File: src/rtl/tinyalu_core_p.sv
// tinyalu_core_p: parametrised ALU core with a start/done handshake.
// Operations: no_op, add, and, xor, multi-cycle mul, rst_op. Opcode 110 is
// always illegal (done with err=1, result=0).
// Optional feature macro TINYALU_DIV_EN: enables opcode 101 as an unsigned
// restoring divider (one quotient bit per cycle). Without it, 101 is illegal.
module tinyalu_core_p #(
    parameter int WIDTH   = 8,
    parameter int MUL_LAT = 3
) (
    input  logic                 clk,
    input  logic                 reset_n,
    input  logic                 start,
    input  logic [WIDTH-1:0]     A,
    input  logic [WIDTH-1:0]     B,
    input  logic [2:0]           op,
    output logic                 done,
    output logic [2*WIDTH-1:0]   result,
    output logic                 err,
    output logic                 busy
);

    localparam int RW      = 2 * WIDTH;
    localparam int CNT_MAX = (MUL_LAT > WIDTH + 1) ? MUL_LAT : WIDTH + 1;
    localparam int CW      = $clog2(CNT_MAX + 1);

    localparam logic [2:0] OP_NOP = 3'b000;
    localparam logic [2:0] OP_ADD = 3'b001;
    localparam logic [2:0] OP_AND = 3'b010;
    localparam logic [2:0] OP_XOR = 3'b011;
    localparam logic [2:0] OP_MUL = 3'b100;
    localparam logic [2:0] OP_RST = 3'b111;
`ifdef TINYALU_DIV_EN
    localparam logic [2:0] OP_DIV = 3'b101;
`endif

    typedef enum logic [1:0] {IDLE, EXEC, DONE, HOLD} state_t;

    state_t          state, state_next;
    logic [WIDTH-1:0] a_q, b_q;
    logic [2:0]      op_q;
    logic [CW-1:0]   cnt, cnt_load;
    logic            accept_cmd, clear_cmd, finish;
    logic [RW-1:0]   exec_result;
    logic            exec_err;
`ifdef TINYALU_DIV_EN
    // Remainder of the restoring divider; a_q doubles as the quotient shifter.
    logic [WIDTH-1:0] rem_q, rem_step;
    logic [WIDTH:0]   trial;
    logic             trial_ge;
`endif

    assign done = (state == DONE);
    assign busy = (state != IDLE);

    // State register; an asynchronous reset abandons any operation in flight.
    always_ff @(posedge clk or negedge reset_n) begin
        // NOTE: sequential state uses non-blocking assignments so every flop
        // samples pre-edge values regardless of block ordering.
        if (!reset_n) state <= IDLE;
        else          state <= state_next;
    end

    // Next-state decode and command accept/clear/finish strobes.
    always_comb begin
        // NOTE: every output of this block gets a default first, so no path
        // leaves a variable unassigned and no latch is inferred.
        state_next = state;
        accept_cmd = 1'b0;
        clear_cmd  = 1'b0;
        finish     = 1'b0;
        unique case (state)
            IDLE: begin
                if (start && op == OP_RST) begin
                    clear_cmd  = 1'b1;
                    state_next = HOLD;
                end else if (start && op != OP_NOP) begin
                    accept_cmd = 1'b1;
                    state_next = EXEC;
                end
            end
            EXEC: begin
                if (cnt == '0) begin
                    finish     = 1'b1;
                    state_next = DONE;
                end
            end
            DONE:    state_next = start ? HOLD : IDLE;
            HOLD:    if (!start) state_next = IDLE;
            default: state_next = IDLE;
        endcase
    end

    // Number of extra EXEC cycles beyond the first, chosen at accept time.
    always_comb begin
        cnt_load = '0;
        if (op == OP_MUL) cnt_load = CW'(MUL_LAT - 1);
`ifdef TINYALU_DIV_EN
        if (op == OP_DIV) cnt_load = CW'(WIDTH);
`endif
    end

`ifdef TINYALU_DIV_EN
    // One restoring-divide step: shift in the next dividend bit, subtract if it fits.
    always_comb begin
        trial    = {rem_q, a_q[WIDTH-1]};
        trial_ge = (trial >= {1'b0, b_q});
        rem_step = trial_ge ? WIDTH'(trial - {1'b0, b_q}) : WIDTH'(trial);
    end
`endif

    // Final result/err selection from the latched opcode and operands.
    always_comb begin
        exec_result = '0;
        exec_err    = 1'b0;
        case (op_q)
            OP_ADD: exec_result = RW'({1'b0, a_q} + {1'b0, b_q});
            OP_AND: exec_result = RW'(a_q & b_q);
            OP_XOR: exec_result = RW'(a_q ^ b_q);
            OP_MUL: exec_result = RW'(a_q) * RW'(b_q);
`ifdef TINYALU_DIV_EN
            OP_DIV: begin
                exec_result = {rem_q, a_q};
                exec_err    = (b_q == '0);
            end
`endif
            default: exec_err = 1'b1;
        endcase
    end

    // Operand capture, iteration counter, divider steps and result registers.
    always_ff @(posedge clk or negedge reset_n) begin
        if (!reset_n) begin
            a_q    <= '0;
            b_q    <= '0;
            op_q   <= OP_NOP;
            cnt    <= '0;
            result <= '0;
            err    <= 1'b0;
`ifdef TINYALU_DIV_EN
            rem_q  <= '0;
`endif
        end else if (accept_cmd) begin
            a_q  <= A;
            b_q  <= B;
            op_q <= op;
            cnt  <= cnt_load;
`ifdef TINYALU_DIV_EN
            rem_q <= '0;
`endif
        end else if (clear_cmd) begin
            result <= '0;
            err    <= 1'b0;
        end else if (finish) begin
            result <= exec_result;
            err    <= exec_err;
        end else if (state == EXEC) begin
            cnt <= cnt - 1'b1;
`ifdef TINYALU_DIV_EN
            if (op_q == OP_DIV) begin
                rem_q <= rem_step;
                a_q   <= {a_q[WIDTH-2:0], trial_ge};
            end
`endif
        end
    end

endmodule
File: config.mk
export PLATFORM = sky130hd
export DESIGN_NAME = tinyalu_core_p
export DESIGN_NICKNAME = d
export VERILOG_FILES = /design/src/rtl/tinyalu_core_p.sv
export SDC_FILE = /design/constraint.sdc
export NUM_CORES = 1
export LEC_CHECK = 0
export BUFFER_PORTS_ARGS = -buffer_cell sky130_fd_sc_hd__buf_2
export CAP_MARGIN = 25
export CORE_MARGIN = 1
export CORE_UTILIZATION = 55
export DETAILED_ROUTE_END_ITERATION = 10
export PLACE_DENSITY = 0.84
export SLEW_MARGIN = 25
export SYNTH_ARGS = -nofsm -noshare
export SYNTH_HDL_FRONTEND = slang
export SYNTH_SLANG_ARGS = --single-unit
File: constraint.sdc
create_clock -name clk -period 4.8 [get_ports clk]
set_clock_uncertainty 0.1 [all_clocks]
set_input_delay 0.48 -clock clk [delete_from_list [all_inputs] [get_ports clk]]
set_output_delay 0.48 -clock clk [all_outputs]
set_load 0.005 [all_outputs]
==> results of run 1 <==
[synthesized netlist by cell type (2+ instances only)]
master / number
buf_2: 5
nor2b_1: 5
o22a_1: 2
inv_1: 56
mux2i_1: 5
o22ai_1: 3
nand2_1: 83
a31oi_1: 3
nor2_1: 22
clkbuf_1: 4
a21o_1: 5
o21a_1: 3
a221o_1: 4
nor3b_1: 2
nor3_1: 3
xor2_1: 9
o21bai_1: 2
ha_1: 46
a21oi_1: 18
xnor2_1: 10
fa_1: 37
dfrtp_1: 42
nand3_1: 5
a22oi_1: 5
nand2b_1: 4
and2_1: 47
a22o_1: 5
o21ai_0: 6
and3_1: 2
o21ai_1: 9
nand3b_1: 2
[kinds of logic after synthesis]
logic type	synth area share [%]
buffers and inverters	5.90
and+or+nand+nor	20.6
muxes	1.45
DFF	24.8
xor gates and xnor gates	3.92
adders and majority gates	31.0
AOI/OAI and AO/OA	12.3
[flip-flops by register name, summed over array words and instances (netlist names)]
register / cells
op_q: 3
err: 1
a_q: 8
result: 16
b_q: 8
cnt: 4
state: 2
[cells in the final DEF (no fill, tap or decap), types with 2 or more instances in the layout]
cell type,count
nand2_1,83
inv_1,56
and2_1,47
ha_1,46
dfrtp_1,42
buf_2,39
fa_1,37
nor2_1,22
a21oi_1,18
xnor2_1,10
o21ai_1,9
xor2_1,9
o21ai_0,6
a22o_1,5
a21o_1,5
nand3_1,5
mux2i_1,5
a22oi_1,5
nor2b_1,5
clkbuf_8,5
a221o_1,4
nand2b_1,4
a31oi_1,3
o21a_1,3
o22ai_1,3
nor3_1,3
nand3b_1,2
nor3b_1,2
o21bai_1,2
o22a_1,2
and3_1,2
bufinv_16,2
buf_4,2
[through the flow]
step,setup slack [ns],area (sq um),hold slack [ns],instances,util [%]
floorplan,0.556,4240,0.0844,471,-
global placement,0.425,4530,0.370,602,61.5
detailed placement,0.333,4530,0.381,602,61.5
CTS,0.323,4670,0.240,610,63.4
global route,0.0639,4670,0.106,610,63.4
finish,0.315,4670,0.0479,610,63.4
[metal layers]
metal	vias up	GRT usage, %
li1	1625	-
met1	1705	33.7
met2	96	41.9
met3	23	3.47
met4	0	8.47
met5	-	0
[final cells by class]
| type | instances | area (sq um) |
|---|---|---|
| clock buffers | 5 | 68.8 |
| clock inverters | 3 | 68.8 |
| well taps | 99 | 124 |
| fillers | 617 | 2700 |
| flip-flops and latches | 42 | 1050 |
| inverters | 56 | 210 |
| repair buffers | 41 | 210 |
| multi-input cells | 364 | 2940 |
[critical path: stages (launching register included)]
cell and delay, ns:
dfrtp_1 0.51, and2_1 0.22, fa_1 0.45, fa_1 0.54, inv_1 0.05, fa_1 0.48, fa_1 0.55, inv_1 0.05
ha_1 0.35, a21oi_1 0.17, nor2b_1 0.07, a311o_1 0.38, xor2_1 0.16, a221o_1 0.32
[final timing paths]
| kind | slack [ns] | startpoint | endpoint |
|---|---|---|---|
| worst max-delay path | 0.32 | a_q[1] | result[8] |
| worst min-delay path | 0.05 | reset_n | a_q[5] |
| worst max register to register | 0.32 | a_q[1] | result[8] |
| worst min register to register | 0.40 | result[15] | result[15] |
| max in group asynchronous | 4.18 | reset_n | result[10] |
| min in group clk | 0.27 | B[2] | b_q[2] |
==> key figures, run 1 <==
GRT
  – Overflow after GRT: 0
  – Initial antenna violation count: 0
  – Total GRT Usage: 25.1%
  – First-pass GRT wire length: about 16 mm
  – Largest net degree at the start of global routing: 43
  – Vias in the first global route: 3451

Routing
  – Met3 wire len: 365 microns
  – M1 WL: 4.11 mm
  – DRC: 0
  – DRT iter0 DRCs: about 180
  – Post-DR vias/cell: 5.65
  – Via count: 3449
  – Routed wl met2: roughly 4.8 mm
  – DR pass1 iterations: 4
  – Post-route antenna net violation count: 0
  – WL/cell: 15.6 microns
  – Routed Wire Length: between 9 and 10 mm
  – Top routing layer in use: met4

Floorplanning
  – Core ar.: 7370 sq um
  – Die area: 8060 sq um
  – Die H: 89.8 microns
  – Rows: 31
  – Initial core utilization: roughly 58%
  – Die X: 89.8 microns
  – I/O pin cnt: 41

Clock network
  – Num Clock Sinks: 42
  – H-tree Lvls: 2
  – Root buf cell: clkbuf_8
  – Clock transition at path regs: 0.09 ns
  – Max Root-Sink Buffers: 2
  – Post_cts resized: 0
  – TritonCTS buffer count: 5
  – # hold bufs at CTS: 0
  – Worst-Skew Late Latency: about 0.31 ns
  – Setup repair bufs after CTS: 0
  – CTS tree: built

Critical path
  – CP required: 4.89 ns
  – Crit path kind: reg2reg
  – R2r worst-path depth: 13
  – Crit path DAT: ~4.6 ns
  – Max FO, Critical Path: 10
  – CP Launch Type: register
  – Setup crit end kind: register

Status
  – Outcome: finished clean

Synth
  – Yosys top cell by area: dfrtp_1
  – Sequential fraction of the synthesis area: 24.8%
  – Post-synthesis area per instance: roughly 9 sq um
  – Synth Warn #: 0
  – Number of flops mapped to enable cells by yosys: 0
  – Async S/R FF share, synth: 100%
  – Ys flop type: dfrtp_1
  – Unique masters post-synth: 48
  – Register bit count reported by yosys: 42
  – Cells taking the most area after synthesis: dfrtp_1, fa_1, ha_1, nand2_1, and2_1
  – Synthesized Nets: 576
  – Cells after synthesis: 471
  – Synthesized area: about 4200 sq um
  – Top-area cell type share of the netlist area: 24.8%

Timing
  – RSZ-0062 raised after global routing: false
  – Worst-Margin Slew: 0.838 ns
  – Fin crit period: 4.48 ns
  – TNS Setup: 0 ns
  – Slew margin rel.: 43.9%
  – Final setup violation count: 0
  – Final worst-path cycle share: 93.4%
  – Fmax: 223 MHz
  – Max-slew violations: 0
  – Final hold violations: 0

Job
  – Max-cap viol count: 0

Min path
  – Worst Hold Class: in2async

Placed design
  – Port-buffer cells: 40
  – RD Place Congestion: around 0.95
  – Detailed placement HPWL: 7.51 mm

Final layout
  – Area grow syn2layout: 10.2%
  – Nets: around 620
  – Antenna Cells: 0
  – Share of cells above drive strength 1: 11.4%
Power of run 1 is not shown: default switching activity piles up to over one toggle a cycle in this logic, so the estimate is an artifact.
==> inputs of run 2 (changes only) <==
--- a/config.mk
+++ b/config.mk
@@ -8,10 +8,9 @@
 export BUFFER_PORTS_ARGS = -buffer_cell sky130_fd_sc_hd__buf_2
 export CAP_MARGIN = 25
 export CORE_MARGIN = 1
-export CORE_UTILIZATION = 55
+export CORE_UTILIZATION = 50
 export DETAILED_ROUTE_END_ITERATION = 10
-export PLACE_DENSITY = 0.84
-export SLEW_MARGIN = 25
+export PLACE_DENSITY = 0.78
 export SYNTH_ARGS = -nofsm -noshare
 export SYNTH_HDL_FRONTEND = slang
 export SYNTH_SLANG_ARGS = --single-unit
==> run 2 against run 1 <==
Effect of this change:
- utilization down 6.0 points
- worst hold slack improved by 0.22 ns
- global-route usage fell by 1.2 points
- flip-flop and latch count stayed put
- final area up 0.91%
- non-clock buffer count is 3 higher
- die area up 9.8%
- fmax shrank 0.26%
- critical path depth up 1
- sequential share of layout area is 0.20 points lower
- highest routed layer unchanged
==> key figures, run 2 (synthesis gave the netlist of run 1 again) <==
Status
  – Outcome: finished clean

Placed design
  – RD Place Congestion: 0.899
  – Port-buffer cells: 40
  – Detailed placement HPWL: 7.75 mm

Timing
  – Worst-Margin Slew: 0.818 ns
  – Final hold violations: 0
  – Slew margin rel.: roughly 45%
  – Fmax: 222 MHz
  – RSZ-0062 raised after global routing: false
  – Final setup violation count: 0
  – TNS Setup: 0 ns
  – Final worst-path cycle share: between 90 and 100%
  – Fin crit period: 4.50 ns
  – Max-slew violations: 0

Clock network
  – TritonCTS buffer count: 5
  – Post_cts resized: 0
  – Max Root-Sink Buffers: 2
  – Num Clock Sinks: 42
  – Setup repair bufs after CTS: 0
  – CTS tree: built
  – Worst-Skew Late Latency: 0.30 ns
  – Clock transition at path regs: 0.09 ns
  – Root buf cell: clkbuf_8
  – H-tree Lvls: 2

Critical path
  – RR Startpoint: a_q[1]
  – Worst path slowest cell: fa_1
  – CP Launch Type: register
  – Crit path DAT: about 4.6 ns
  – Crit-path max cell delay: 0.55 ns
  – Setup crit end kind: register
  – Worst Setup SP: a_q[1]
  – Max FO, Critical Path: 10
  – Crit path top cell by count: fa_1
  – Crit path kind: reg2reg
  – CP cell instances: nand2_1 -> fa_1 -> fa_1 -> inv_1 -> fa_1 -> inv_1 -> fa_1 -> inv_1 -> ha_1 -> nor2b_1 -> a311o_1 -> a41oi_1 -> or3_1 -> nand3_1
  – CP required: about 4.9 ns

Floorplanning
  – Core ar.: roughly 8200 sq um
  – Rows: 33
  – Die H: 94.1 microns
  – Die X: ~94 microns
  – Die area: 8850 sq um
  – I/O pin cnt: 41
  – Initial core utilization: 51.6%

Final layout
  – Most common cell after layout, fill and taps aside: nand2_1
  – Reg with most FFs: result
  – Biggest regs: result (16), a_q (8), b_q (8)
  – Antenna Cells: 0
  – Most frequent cells in the layout: nand2_1, inv_1, and2_1
  – Largest register FFs: 16
  – # fillers: 748
  – Nets: between 600 and 700
  – Share of cells above drive strength 1: 11.7%
  – Area grow syn2layout: 11.2%

GRT
  – Initial antenna violation count: 0
  – First-pass GRT wire length: between 15 and 20 mm
  – Vias in the first global route: between 3000 and 4000
  – Largest net degree at the start of global routing: 43
  – Total GRT Usage: 23.9%
  – Overflow after GRT: 0

Routing
  – DRC: 0
  – Via count: 3455
  – DR pass1 iterations: 4
  – WL/cell: 15.6 microns
  – Post-route antenna net violation count: 0
  – Post-DR vias/cell: 5.58
  – DRT iter0 DRCs: 143
  – Routed Wire Length: 9.68 mm

Min path
  – HP Start: B[1]
  – Worst Hold Class: in2reg

Job
  – Max-cap viol count: 0
run 2: worst max-delay path, delay by kind of cell (launching register included):
| family | cells | cell delay, ns |
|---|---|---|
| adders and majority gates | 5 | 2.43 |
| AOI/OAI and AO/OA | 2 | 0.65 |
| DFF | 1 | 0.53 |
| and+or+nand+nor | 4 | 0.52 |
| buffers and inverters | 3 | 0.15 |
run 2: layer usage:
layer / vias to the layer above / routed length [microns] / track usage, % / share of wire [%]
met5: - / 0 / 0 / 0
met4: 0 / 368 / 11.4 / 3.8
met3: 30 / 460 / 4.13 / 4.8
met2: 106 / 4720 / 39.3 / 49
met1: 1693 / 4130 / 30.4 / 43
li1: 1626 / - / - / -
run 2: worst paths after layout:
check	to	slack, ns	cells after the start
max	result[14]	0.30	14
min	b_q[1]	0.26	3
max reg2reg	result[14]	0.30	14
min reg2reg	result[15]	0.38	2
max in group asynchronous	result[14]	3.67	3
min in group asynchronous	a_q[3]	0.48	2
run 2: cell type report:
| type | count | area [sq um] | area share, % |
|---|---|---|---|
| Multi-Input combinational cell | 364 | 2940 | 62.3 |
| Sequential cell | 42 | 1050 | 22.3 |
| Timing Repair Buffer | 44 | 245 | 5.20 |
| Inverter | 56 | 210 | 4.46 |
| Tap cell | 105 | 131 | 2.79 |
| Clock buffer | 5 | 68.8 | 1.46 |
| Clock inverter | 3 | 68.8 | 1.46 |
run 2: what timing repair did:
item,in CTS,in global routing
endpoints found under the hold margin,0,9
setup endpoints to repair,0,0
hold buffers,0,1
run 2: per-stage QoR:
step / hold slack [ns] / instances / worst slack, ns / util, % / cell area (sq um)
after floorplan: 0.0844 / 471 / 0.556 / - / 4240
after global placement: 0.366 / 609 / 0.407 / 55.3 / 4550
after detailed placement: 0.368 / 609 / 0.289 / 55.3 / 4550
after CTS: 0.256 / 617 / 0.299 / 57.0 / 4680
after global routing: 0.262 / 619 / 0.0410 / 57.4 / 4710
final: 0.265 / 619 / 0.303 / 57.4 / 4710
Power of run 2 is left out for the same reason.
==> inputs of run 3 (changes only) <==
--- a/config.mk
+++ b/config.mk
@@ -8,9 +8,11 @@
 export BUFFER_PORTS_ARGS = -buffer_cell sky130_fd_sc_hd__buf_2
 export CAP_MARGIN = 25
 export CORE_MARGIN = 1
-export CORE_UTILIZATION = 50
+export CORE_UTILIZATION = 35
 export DETAILED_ROUTE_END_ITERATION = 10
-export PLACE_DENSITY = 0.78
+export GPL_TIMING_DRIVEN = 1
+export PLACE_DENSITY = 0.61
+export SETUP_SLACK_MARGIN = 0.4
 export SYNTH_ARGS = -nofsm -noshare
 export SYNTH_HDL_FRONTEND = slang
 export SYNTH_SLANG_ARGS = --single-unit
==> run 3 against run 2 <==
Effect of this change:
- the flow now finishes with violations (DRC)
- worst hold slack gained 0.011 ns
- utilization shrank 14 points
- sequential share of layout area shrank 1.3 points
- critical path depth grew 1
- largest cell class unchanged
- count of clock-buffer cells in the layout grew 1
- fmax grew 5.1%
- first-iteration DRC count grew 15%
- non-clock buffer count grew 25
==> key figures, run 3 (synthesis gave the netlist of run 1 again) <==
Status
  – Outcome: complete, but fails checks
  – Violated checks: DRC

GRT
  – Initial antenna violation count: 0
  – Met2 usage: 28.9%
  – First-pass GRT wire length: 16.8 mm
  – Met3 Use GR: 3.46%
  – Overflow after GRT: 0
  – Routing usage on met1: a little over a fifth
  – Total GRT Usage: between 10% and 20%
  – Most Used Layer, Global Route: met2
  – Vias in the first global route: 3474
  – Largest net degree at the start of global routing: 43

Critical path
  – R2r worst-path depth: 15
  – CP Launch Type: register
  – R2R setup slack: about 0.52 ns
  – Crit path DAT: 4.40 ns
  – Max FO, Critical Path: 7
  – Worst path slowest cell: fa_1
  – CP required: slightly below 5 ns
  – Crit-path max cell delay: about 0.53 ns
  – Crit path kind: reg2reg
  – Crit path top cell by count: fa_1
  – CP cell instances: buf_4 -> and2_1 -> fa_1 -> fa_1 -> fa_1 -> inv_1 -> fa_1 -> inv_1 -> ha_4 -> a21o_1 -> nand3_2 -> a21oi_2 -> a41oi_2 -> or3_1 -> nand3_1
  – Setup crit end kind: register

Floorplanning
  – Rows: 39
  – Die area: ~13000 sq um
  – Die X: approximately 110 microns
  – Die H: 112 microns
  – Initial core utilization: 36.5%
  – I/O pin cnt: ~40
  – Core ar.: around 12000 sq um

Min path
  – WHS Path Cells: 3
  – Worst Hold Class: in2reg

Final layout
  – Biggest regs: result (16), a_q (8), b_q (8)
  – Antenna Cells: 0
  – Most common cell after layout, fill and taps aside: nand2_1
  – Area grow syn2layout: 19.5%
  – Largest register FFs: 16
  – Most frequent cells in the layout: nand2_1, inv_1, and2_1
  – Reg with most FFs: result
  – Nets: around 640
  – Share of cells above drive strength 1: 21.3%

Clock network
  – CTS tree: built
  – Max Root-Sink Buffers: 2
  – Worst-Skew Late Latency: 0.29 ns
  – H-tree Lvls: 2
  – Root buf cell: clkbuf_16
  – Num Clock Sinks: 42
  – TritonCTS buffer count: 5
  – Clock transition at path regs: roughly 0.06 ns

Timing
  – Final setup violation count: 0
  – RSZ-0062 raised after global routing: true
  – Fmax: ~230 MHz
  – TNS Setup: 0 ns
  – Final hold violations: 0
  – Final worst-path cycle share: 89.1%
  – Max-slew violations: 0
  – Fin crit period: 4.28 ns
  – Slew margin rel.: 45.1%
  – Worst-Margin Slew: 0.820 ns

Routing
  – Routed Wire Length: 10.5 mm
  – DR pass1 iterations: 9
  – Post-DR vias/cell: 5.06
  – DRT iter0 DRCs: about 160
  – Post-route antenna net violation count: 0
  – WL/cell: 15.5 microns
  – Via count: 3454
  – DRC: 2

Placed design
  – Port-buffer cells: 40
  – RD Place Congestion: around 0.9
  – Detailed placement HPWL: 8.08 mm

Job
  – Max-cap viol count: 0
[run 3: cell types whose count changed in the layout (fill, tap and decap cells not counted), sizes merged]
| cell | previous run | this run |
|---|---|---|
| bufinv | 2 | 0 |
| buf | 43 | 68 |
| clkbuf | 5 | 6 |
| clkinv | 1 | 2 |
[run 3: metal layers]
layer  share of wire (%)  routed length [microns]
met1                  43                     4500
met2                  51                     5360
met3                 5.0                      523
met4                 1.4                      152
met5                   0                        0
[run 3: worst max-delay path: cells and delay by family, from the launching register on]
| kind | cells | cell delay [ns] |
|---|---|---|
| flip-flops | 1 | 0.45 |
| AO/OA/AOI/OAI | 3 | 0.40 |
| AND/OR/NAND/NOR | 4 | 0.69 |
| adder cells (fa/ha/maj) | 5 | 2.29 |
| buffers and inverters | 3 | 0.28 |
[run 3: timing repair]
action	CTS	global route
buffers inserted	3	22
gates resized for setup	8	25
endpoints found under the setup margin	5	7
hold buffers	0	1
hold endpoints to repair	0	10
pin swaps	0	17
[run 3: cell type report]
cell class	count	area, sq um
Timing Repair Buffer	69	433
Multi-Input combinational cell	364	3040
Sequential cell	42	1070
Clock inverter	2	13.8
Tap cell	143	179
Inverter	56	210
Fill cell	1175	6550
Clock buffer	6	129
[run 3: final timing paths]
kind | from | end
min in group asynchronous | reset_n | a_q[4]
worst min register to register | result[9] | result[9]
worst max-delay path | b_q[3] | result[14]
worst min-delay path | A[6] | a_q[6]
worst max register to register | b_q[3] | result[14]
max in group asynchronous | reset_n | result[6]
[run 3: per-stage QoR]
stage / std cells / util (%) / cell area (sq um) / hold slack [ns] / setup WS (ns)
after floorplan: 471 / - / 4240 / 0.0844 / 0.556
after global placement: 647 / 39.6 / 4590 / 0.378 / 0.397
after detailed placement: 647 / 39.6 / 4590 / 0.382 / 0.320
after CTS: 658 / 41.1 / 4770 / 0.274 / 0.398
after global routing: 682 / 43.6 / 5070 / 0.291 / 0.326
final: 682 / 43.6 / 5070 / 0.276 / 0.521
Power of run 3 is left out for the same reason.
